--- src/rtl/fp_cvt_pkg.sv ---
// Shared types and constants for the RV32F integer/float conversion unit.
// Build option FP_CVT_SUBNORM_EN selects exact rounding of subnormal inputs (see fp_cvt_unit).
package fp_cvt_pkg;

  localparam logic [31:0] INT_MAX  = 32'h7FFF_FFFF;
  localparam logic [31:0] INT_MIN  = 32'h8000_0000;
  localparam logic [31:0] UINT_MAX = 32'hFFFF_FFFF;
  localparam logic [7:0]  BIAS     = 8'd127;

  typedef enum logic [2:0] {
    RM_RNE = 3'b000,
    RM_RTZ = 3'b001,
    RM_RDN = 3'b010,
    RM_RUP = 3'b011,
    RM_RMM = 3'b100,
    RM_DYN = 3'b111
  } rm_e;

  typedef enum logic [1:0] {
    OP_W_S  = 2'b00,
    OP_WU_S = 2'b01,
    OP_S_W  = 2'b10,
    OP_S_WU = 2'b11
  } op_e;

  typedef struct packed {
    logic nv;
    logic dz;
    logic of;
    logic uf;
    logic nx;
  } fflags_t;

  typedef enum logic [2:0] {
    ST_IDLE,
    ST_UNPACK,
    ST_ALIGN,
    ST_ROUND,
    ST_DONE
  } state_e;

  // Increment decision for a sign-magnitude value given lsb, guard and sticky.
  function automatic logic rnd_up(input logic [2:0] rm, input logic sign,
                                  input logic lsb, input logic g, input logic s);
    logic up;
    up = 1'b0;
    case (rm)
      RM_RNE:  up = g & (s | lsb);
      RM_RDN:  up = sign & (g | s);
      RM_RUP:  up = ~sign & (g | s);
      RM_RMM:  up = g;
      default: up = 1'b0;
    endcase
    return up;
  endfunction

endpackage

--- src/rtl/fp_lzc32.sv ---
// Combinational 32-bit leading-zero counter; all-zero input yields 32.
module fp_lzc32 (
  input  logic [31:0] i_data,
  output logic [5:0]  o_cnt
);
  // Ascending scan: the highest set bit is the last one to write.
  always_comb begin
    o_cnt = 6'd32;
    for (int i = 0; i < 32; i++) begin
      if (i_data[i]) o_cnt = 6'(31 - i);
    end
  end
endmodule

--- src/rtl/fp_cvt_unit.sv ---
// Multi-cycle FCVT.{W,WU}.S / FCVT.S.{W,WU} unit, one op in flight, valid/ready on both sides.
// Define FP_CVT_SUBNORM_EN to round subnormal inputs exactly instead of flushing them to zero.
module fp_cvt_unit
  import fp_cvt_pkg::*;
#(
  parameter int XLEN = 32,
  parameter int FLEN = 32
) (
  input  logic            i_clk,
  input  logic            i_rst_n,
  input  logic            i_valid,
  output logic            o_ready,
  input  logic [1:0]      i_op,
  input  logic [2:0]      i_rm,
  input  logic [2:0]      i_frm,
  input  logic [XLEN-1:0] i_operand,
  input  logic            i_flush,
  output logic            o_valid,
  input  logic            i_ready,
  output logic [XLEN-1:0] o_result,
  output logic [4:0]      o_fflags,
  output logic            o_illegal
);

`ifdef FP_CVT_SUBNORM_EN
  localparam logic SUBNORM_EN = 1'b1;
`else
  localparam logic SUBNORM_EN = 1'b0;
`endif

  state_e      r_state, w_next;
  logic [1:0]  r_op;
  logic [2:0]  r_rm;
  logic        r_ill;
  logic [31:0] r_opnd;
  logic        r_sign, r_nan, r_tiny, r_zero, r_big, r_g, r_s;
  logic [7:0]  r_exp, r_fexp;
  logic [31:0] r_mag, r_int;
  logic [5:0]  r_lz;
  logic [31:0] r_result;
  fflags_t     r_fflags;
  logic        r_illegal;

  logic        w_acc, w_f2i;
  logic [2:0]  w_rm_eff;
  logic [7:0]  w_f_exp;
  logic [22:0] w_f_man;
  logic        w_i_neg;
  logic [31:0] w_i_mag;
  logic [5:0]  w_lz;
  logic [5:0]  w_shamt;
  logic [63:0] w_fix;
  logic [31:0] w_norm;
  logic        w_inexact, w_up;
  logic [32:0] w_mag33;
  logic [23:0] w_man24;
  logic [7:0]  w_exp_rnd;
  logic [FLEN-1:0] w_fres;
  logic [31:0] w_res;
  fflags_t     w_fl;

  assign o_ready   = (r_state == ST_IDLE);
  assign o_valid   = (r_state == ST_DONE);
  assign o_result  = r_result;
  assign o_fflags  = r_fflags;
  assign o_illegal = r_illegal;

  assign w_acc    = (r_state == ST_IDLE) && i_valid && !i_flush;
  assign w_rm_eff = (i_rm == RM_DYN) ? i_frm : i_rm;
  assign w_f2i    = ~r_op[1];

  always_ff @(posedge i_clk or negedge i_rst_n) begin
    if (!i_rst_n) r_state <= ST_IDLE;
    else          r_state <= w_next;
  end

  always_comb begin
    w_next = r_state;
    case (r_state)
      ST_IDLE:   if (i_valid) w_next = ST_UNPACK;
      ST_UNPACK: w_next = ST_ALIGN;
      ST_ALIGN:  w_next = ST_ROUND;
      ST_ROUND:  w_next = ST_DONE;
      ST_DONE:   if (i_ready) w_next = ST_IDLE;
      default:   w_next = ST_IDLE;
    endcase
    if (i_flush) w_next = ST_IDLE;
  end

  // Unpack: float fields, and sign/magnitude + leading zeros for the integer path.
  assign w_f_exp = r_opnd[30:23];
  assign w_f_man = r_opnd[22:0];
  assign w_i_neg = (r_op == OP_S_W) && r_opnd[31];
  assign w_i_mag = w_i_neg ? (32'd0 - r_opnd) : r_opnd;

  fp_lzc32 u_lzc (
    .i_data (w_i_mag),
    .o_cnt  (w_lz)
  );

  // Align: the float is placed as 32.32 fixed point; exponents 118..158 fit without loss of sticky.
  assign w_shamt = 6'(r_exp - (BIAS - 8'd9));
  assign w_fix   = {32'd0, r_mag} << w_shamt;
  assign w_norm  = r_mag << r_lz;

  // Round
  assign w_inexact = r_g | r_s;
  assign w_up      = rnd_up(r_rm, r_sign, r_int[0], r_g, r_s);
  assign w_mag33   = {1'b0, r_int} + 33'(w_up);
  assign w_man24   = {1'b0, r_int[22:0]} + 24'(w_up);
  assign w_exp_rnd = r_fexp + 8'(w_man24[23]);
  assign w_fres    = r_zero ? '0 : {r_sign, w_exp_rnd, w_man24[22:0]};

  always_comb begin
    w_res = '0;
    w_fl  = '0;
    case (r_op)
      OP_W_S: begin
        if (r_nan) begin
          w_res = INT_MAX; w_fl.nv = 1'b1;
        end else if (r_big) begin
          w_res = r_sign ? INT_MIN : INT_MAX; w_fl.nv = 1'b1;
        end else if (!r_sign) begin
          if (w_mag33 > 33'h0_7FFF_FFFF) begin
            w_res = INT_MAX; w_fl.nv = 1'b1;
          end else begin
            w_res = w_mag33[31:0]; w_fl.nx = w_inexact;
          end
        end else begin
          if (w_mag33 > 33'h0_8000_0000) begin
            w_res = INT_MIN; w_fl.nv = 1'b1;
          end else begin
            w_res = 32'd0 - w_mag33[31:0]; w_fl.nx = w_inexact;
          end
        end
      end
      OP_WU_S: begin
        if (r_nan) begin
          w_res = UINT_MAX; w_fl.nv = 1'b1;
        end else if (r_big) begin
          w_res = r_sign ? 32'd0 : UINT_MAX; w_fl.nv = 1'b1;
        end else if (!r_sign) begin
          if (w_mag33[32]) begin
            w_res = UINT_MAX; w_fl.nv = 1'b1;
          end else begin
            w_res = w_mag33[31:0]; w_fl.nx = w_inexact;
          end
        end else begin
          // Negative inputs only survive when they round to zero.
          w_res = 32'd0;
          if (w_mag33 != 33'd0) w_fl.nv = 1'b1;
          else                  w_fl.nx = w_inexact;
        end
      end
      default: begin
        w_res   = w_fres;
        w_fl.nx = w_inexact;
      end
    endcase
  end

  always_ff @(posedge i_clk or negedge i_rst_n) begin
    if (!i_rst_n) begin
      r_op      <= '0;
      r_rm      <= '0;
      r_ill     <= 1'b0;
      r_opnd    <= '0;
      r_sign    <= 1'b0;
      r_nan     <= 1'b0;
      r_tiny    <= 1'b0;
      r_zero    <= 1'b0;
      r_big     <= 1'b0;
      r_g       <= 1'b0;
      r_s       <= 1'b0;
      r_exp     <= '0;
      r_fexp    <= '0;
      r_mag     <= '0;
      r_int     <= '0;
      r_lz      <= '0;
      r_result  <= '0;
      r_fflags  <= '0;
      r_illegal <= 1'b0;
    end else begin
      case (r_state)
        ST_IDLE: if (w_acc) begin
          r_op   <= i_op;
          r_rm   <= w_rm_eff;
          r_ill  <= (w_rm_eff == 3'b101) || (w_rm_eff == 3'b110) || (w_rm_eff == 3'b111);
          r_opnd <= i_operand;
        end
        ST_UNPACK: begin
          r_exp <= w_f_exp;
          r_lz  <= w_lz;
          if (w_f2i) begin
            r_sign <= r_opnd[31];
            r_nan  <= (w_f_exp == 8'hFF) && (w_f_man != 23'd0);
            r_tiny <= SUBNORM_EN && (w_f_exp == 8'd0) && (w_f_man != 23'd0);
            r_mag  <= (w_f_exp == 8'd0) ? 32'd0 : {8'd0, 1'b1, w_f_man};
          end else begin
            r_sign <= w_i_neg;
            r_nan  <= 1'b0;
            r_tiny <= 1'b0;
            r_mag  <= w_i_mag;
          end
        end
        ST_ALIGN: begin
          if (w_f2i) begin
            r_zero <= 1'b0;
            r_fexp <= '0;
            r_big  <= (r_exp >= BIAS + 8'd32);
            if (r_exp >= BIAS + 8'd32) begin
              r_int <= '0; r_g <= 1'b0; r_s <= 1'b0;
            end else if (r_exp >= BIAS - 8'd9) begin
              r_int <= w_fix[63:32];
              r_g   <= w_fix[31];
              r_s   <= |w_fix[30:0];
            end else begin
              // Below 2^-9 (or subnormal): only sticky can be set.
              r_int <= '0;
              r_g   <= 1'b0;
              r_s   <= (r_mag != 32'd0) || r_tiny;
            end
          end else begin
            r_big  <= 1'b0;
            r_zero <= (r_mag == 32'd0);
            r_int  <= {8'd0, w_norm[31:8]};
            r_g    <= w_norm[7];
            r_s    <= |w_norm[6:0];
            r_fexp <= BIAS + 8'd31 - {2'b00, r_lz};
          end
        end
        ST_ROUND: begin
          r_result  <= r_ill ? 32'd0 : w_res;
          r_fflags  <= r_ill ? '0 : w_fl;
          r_illegal <= r_ill;
        end
        default: ;
      endcase
    end
  end

endmodule

--- config.mk ---
export PLATFORM = sky130hd
export DESIGN_NAME = fp_cvt_unit
export DESIGN_NICKNAME = d
export VERILOG_FILES = /design/src/rtl/fp_cvt_pkg.sv /design/src/rtl/fp_lzc32.sv /design/src/rtl/fp_cvt_unit.sv
export SDC_FILE = /design/constraint.sdc
export NUM_CORES = 1
export LEC_CHECK = 0
export ABC_AREA = 1
export CORE_MARGIN = 1.5
export CORE_UTILIZATION = 55
export CTS_CLUSTER_SIZE = 30
export DETAILED_ROUTE_END_ITERATION = 6
export GPL_TIMING_DRIVEN = 0
export MAX_ROUTING_LAYER = met4
export PLACE_DENSITY = 0.77
export SLEW_MARGIN = 20
export SYNTH_ARGS = -nofsm -noshare
export SYNTH_HDL_FRONTEND = slang
export SYNTH_HIERARCHICAL = 1
export SYNTH_SLANG_ARGS = --single-unit
--- constraint.sdc ---
create_clock -name i_clk -period 5.09 [get_ports i_clk]
set_clock_uncertainty 0.2 [all_clocks]
set_input_delay 1.527 -clock i_clk [delete_from_list [all_inputs] [get_ports i_clk]]
set_output_delay 1.527 -clock i_clk [all_outputs]
set_load 0.03 [all_outputs]
==> results.json <==
{
  "setup_viol": 0,
  "n_antenna_cell": 0,
  "hold_violations": 0,
  "grt_pass1_wl_mm": 97.10,
  "grt_max_degree": 93,
  "synth_edf_count": 0,
  "cp.arrival_ns": 5.00,
  "htree_levels": 4,
  "num_rows": 61,
  "rsz0062_at_grt": "no",
  "grt_pass1_vias": 18135,
  "netlist_area_mm2": 0.01583,
  "port_buffers": 81,
  "gp_congestion": 1.057,
  "gr-total-overflow": 0,
  "antenna_found_initial": 0,
  "num_io_pins": 85,
  "cellLeakagePower_nw": 8.517,
  "die_h_um": 172.7,
  "slew_violations": 0,
  "wl_per_cell_um": 19.63,
  "die_w_um": 172.7,
  "async_flop_share_pct": 100.0,
  "ir_worst_vdd_mv": 0.4634,
  "drv_cap": 0,
  "clock_path_buffers": 2,
  "clock_latency_ns": 0.44,
  "slew_headroom_pct": 29.87,
  "cp.required_ns": 5.23,
  "start_kind": "flip-flop",
  "synth_area_per_cell_um2": 5.839,
  "hold_class": "reg -> reg",
  "worst_pin_slew_ns": 1.044,
  "drt_iter0_markers": 2650,
  "timing.fmax_mhz": 205.5,
  "synthToLayoutAreaGrowth_pct": 12.32,
  "dr.pass1.iters": 6,
  "cts_buffers": 17,
  "initial_utilization_pct": 56.36,
  "outcome": "completed",
  "cts_tree": "built",
  "pre_cts_ws_ns": 0.2881,
  "totalPowerFinal_w": 0.01328,
  "wirelength_mm": 62.92,
  "drt.antenna.violating_nets": 0,
  "layout.nets": 2868,
  "synthFlopType": "dfrtp_1",
  "yosysUniqueCellTypes": 56,
  "vias": 19626,
  "final_cell_area_mm2": 0.01778,
  "period_needed_ns": 4.866,
  "yosysTopAreaCell": "dfrtp_1",
  "yosysWarnings": 6,
  "fin_ws_ns": 0.2240,
  "fin_crit_sh_pct": 95.60,
  "place_inst": 3173,
  "place_area_mm2": 0.01715,
  "cts_root_buf": "clkbuf_16",
  "fin_cells": 3205,
  "ys_seq_elements": 168,
  "synthTopCellsByArea": "dfrtp_1, nand2_1, o21ai_0, nand3_1, nor2_1",
  "dp_hpwl_mm": 49.84,
  "dieArea_mm2": 0.02981,
  "clk_pin_slew_ns": 0.08,
  "drc": 0,
  "endpoint_kind": "flip-flop",
  "critical_path_class": "reg -> reg",
  "drive_gt1_share_pct": 3.891,
  "vias_per_cell": 6.124,
  "core_area_mm2": 0.02809,
  "synth_cells": 2711,
  "ys_seq_area_share_pct": 26.56,
  "cts_sinks": 168,
  "p_per_area_mw_per_mm2": 746.9,
  "grt_usage_pct": 42.53,
  "synth_top_area_share_pct": 26.56,
  "r2r_slack_ns": 0.22,
  "cp_max_fo": 10
}
worst paths after layout:
check                            start          end  cells after the start
max                             r_sign  o_result[3]                     25
min                        o_result[6]  o_result[6]                      2
max reg2reg                     r_sign  o_result[3]                     25
min reg2reg                o_result[6]  o_result[6]                      2
max in group asynchronous      i_rst_n  o_result[2]                      2
min in group asynchronous      i_rst_n    r_int[21]                      1
power breakdown:
part           leakage (nW)  switching (W)  internal (W)  total (W)
clock network         0.297       0.000615      0.000787    0.00140
registers              2.10       0.000615       0.00185    0.00246
logic                  6.12        0.00678       0.00263    0.00941
total                  8.52        0.00801       0.00527     0.0133
layout make-up:
cell class                 instances  area (µm²)
multi-input combinational       2145       10100
clock buffer                      18       429.2
inverter                         272        1025
clock inverter                    14       183.9
tap                              378       473.0
buffer                           128       523.0
timing repair buffer              82       843.3
sequential                       168        4204
fill                            2697       10310
stage by stage:
stage / TNS (ns) / hold slack, ns / util, %
floorplan: 0 / 0.2498 / -
global placement: -739.27 / 0.2659 / 60.96
detailed placement: 0 / 0.2659 / 61.07
CTS: 0 / 0.2856 / 63.26
global route: 0 / 0.3033 / 63.31
finish: 0 / 0.2840 / 63.31
state kept, by name, indices dropped and copies added, names as in the netlist:
name	flops
r_fexp	8
o_illegal	1
r_rm	3
r_opnd	32
o_fflags	2
r_s	1
r_sign	1
r_g	1
r_mag	32
r_lz	6
r_big	1
r_int	32
r_zero	1
r_nan	1
r_op	2
r_ill	1
r_exp	8
r_state	3
o_result	32
cell usage after synthesis, types with 17 or more instances:
master / instances
o22ai_1: 18
dfrtp_1: 168
a21oi_1: 48
nor3_1: 30
o211ai_1: 24
nand4_1: 24
clkbuf_1: 104
a31oi_1: 35
nand3_1: 235
xor2_1: 32
nand3b_1: 17
inv_1: 257
nor2_1: 262
nand2_1: 995
o21ai_0: 257
logic make-up after synthesis:
| family | count (synthesis) | synth area share (%) |
|---|---|---|
| buf+inv | 400 | 9.753 |
| xor+xnor | 41 | 2.387 |
| compound gates | 449 | 16.29 |
| other cells | 1 | 0.02369 |
| mux | 13 | 0.8220 |
| fa+ha+maj | 9 | 0.7114 |
| simple gates | 1630 | 43.46 |
| flops | 168 | 26.56 |
placed cells by master, fill, tap and decap left out, drive strengths merged, types with 8 or more instances in the layout:
cell type,instances
nand2,1013
nand3b,17
dfrtp,168
o221ai,10
a21oi,50
clkdlybuf4s50,80
or2,8
o211ai,24
nor4,12
inv,271
nor2,281
buf,26
nor3,30
mux2i,13
nand4,24
xnor2,8
xor2,33
nand3,240
clkinv,9
ha,9
clkbuf,122
a22oi,10
o22ai,18
a31oi,35
o21ai,263
critical path: stages, from the launching register on:
cell and delay, ns:
dfrtp_1 0.42, clkinvlp_4 0.29, clkbuf_1 0.35, nand2_1 0.13, nand3_1 0.07, o21ai_0 0.21
ha_1 0.40, ha_1 0.26, nand2_1 0.16, nor2_2 0.31, nand2_1 0.13, inv_1 0.11
nand2_1 0.08, nand2_1 0.08, nand2_1 0.20, nor2_1 0.20, nand2_1 0.09, nor2_1 0.11
nand3_1 0.16, nand3_2 0.18, buf_4 0.20, nand3_1 0.10, nand2_1 0.07, nand2_1 0.06
nand2_1 0.14, nand2_1 0.06
routing by layer:
| layer | wire (µm) | up-vias | track usage, % |
|---|---|---|---|
| li1 | - | 9018 | - |
| met1 | 23890 | 9034 | 50.62 |
| met2 | 28350 | 1252 | 66.94 |
| met3 | 6344 | 322 | 8.597 |
| met4 | 4337 | 0 | 24.86 |
| met5 | 0 | - | - |
timing repair:
action                     CTS  global route
resized for setup            0             2
setup endpoints to repair    0            21
hold buffers                 0             0
setup buffers                0             0
Power figures use the tool's default switching activity.
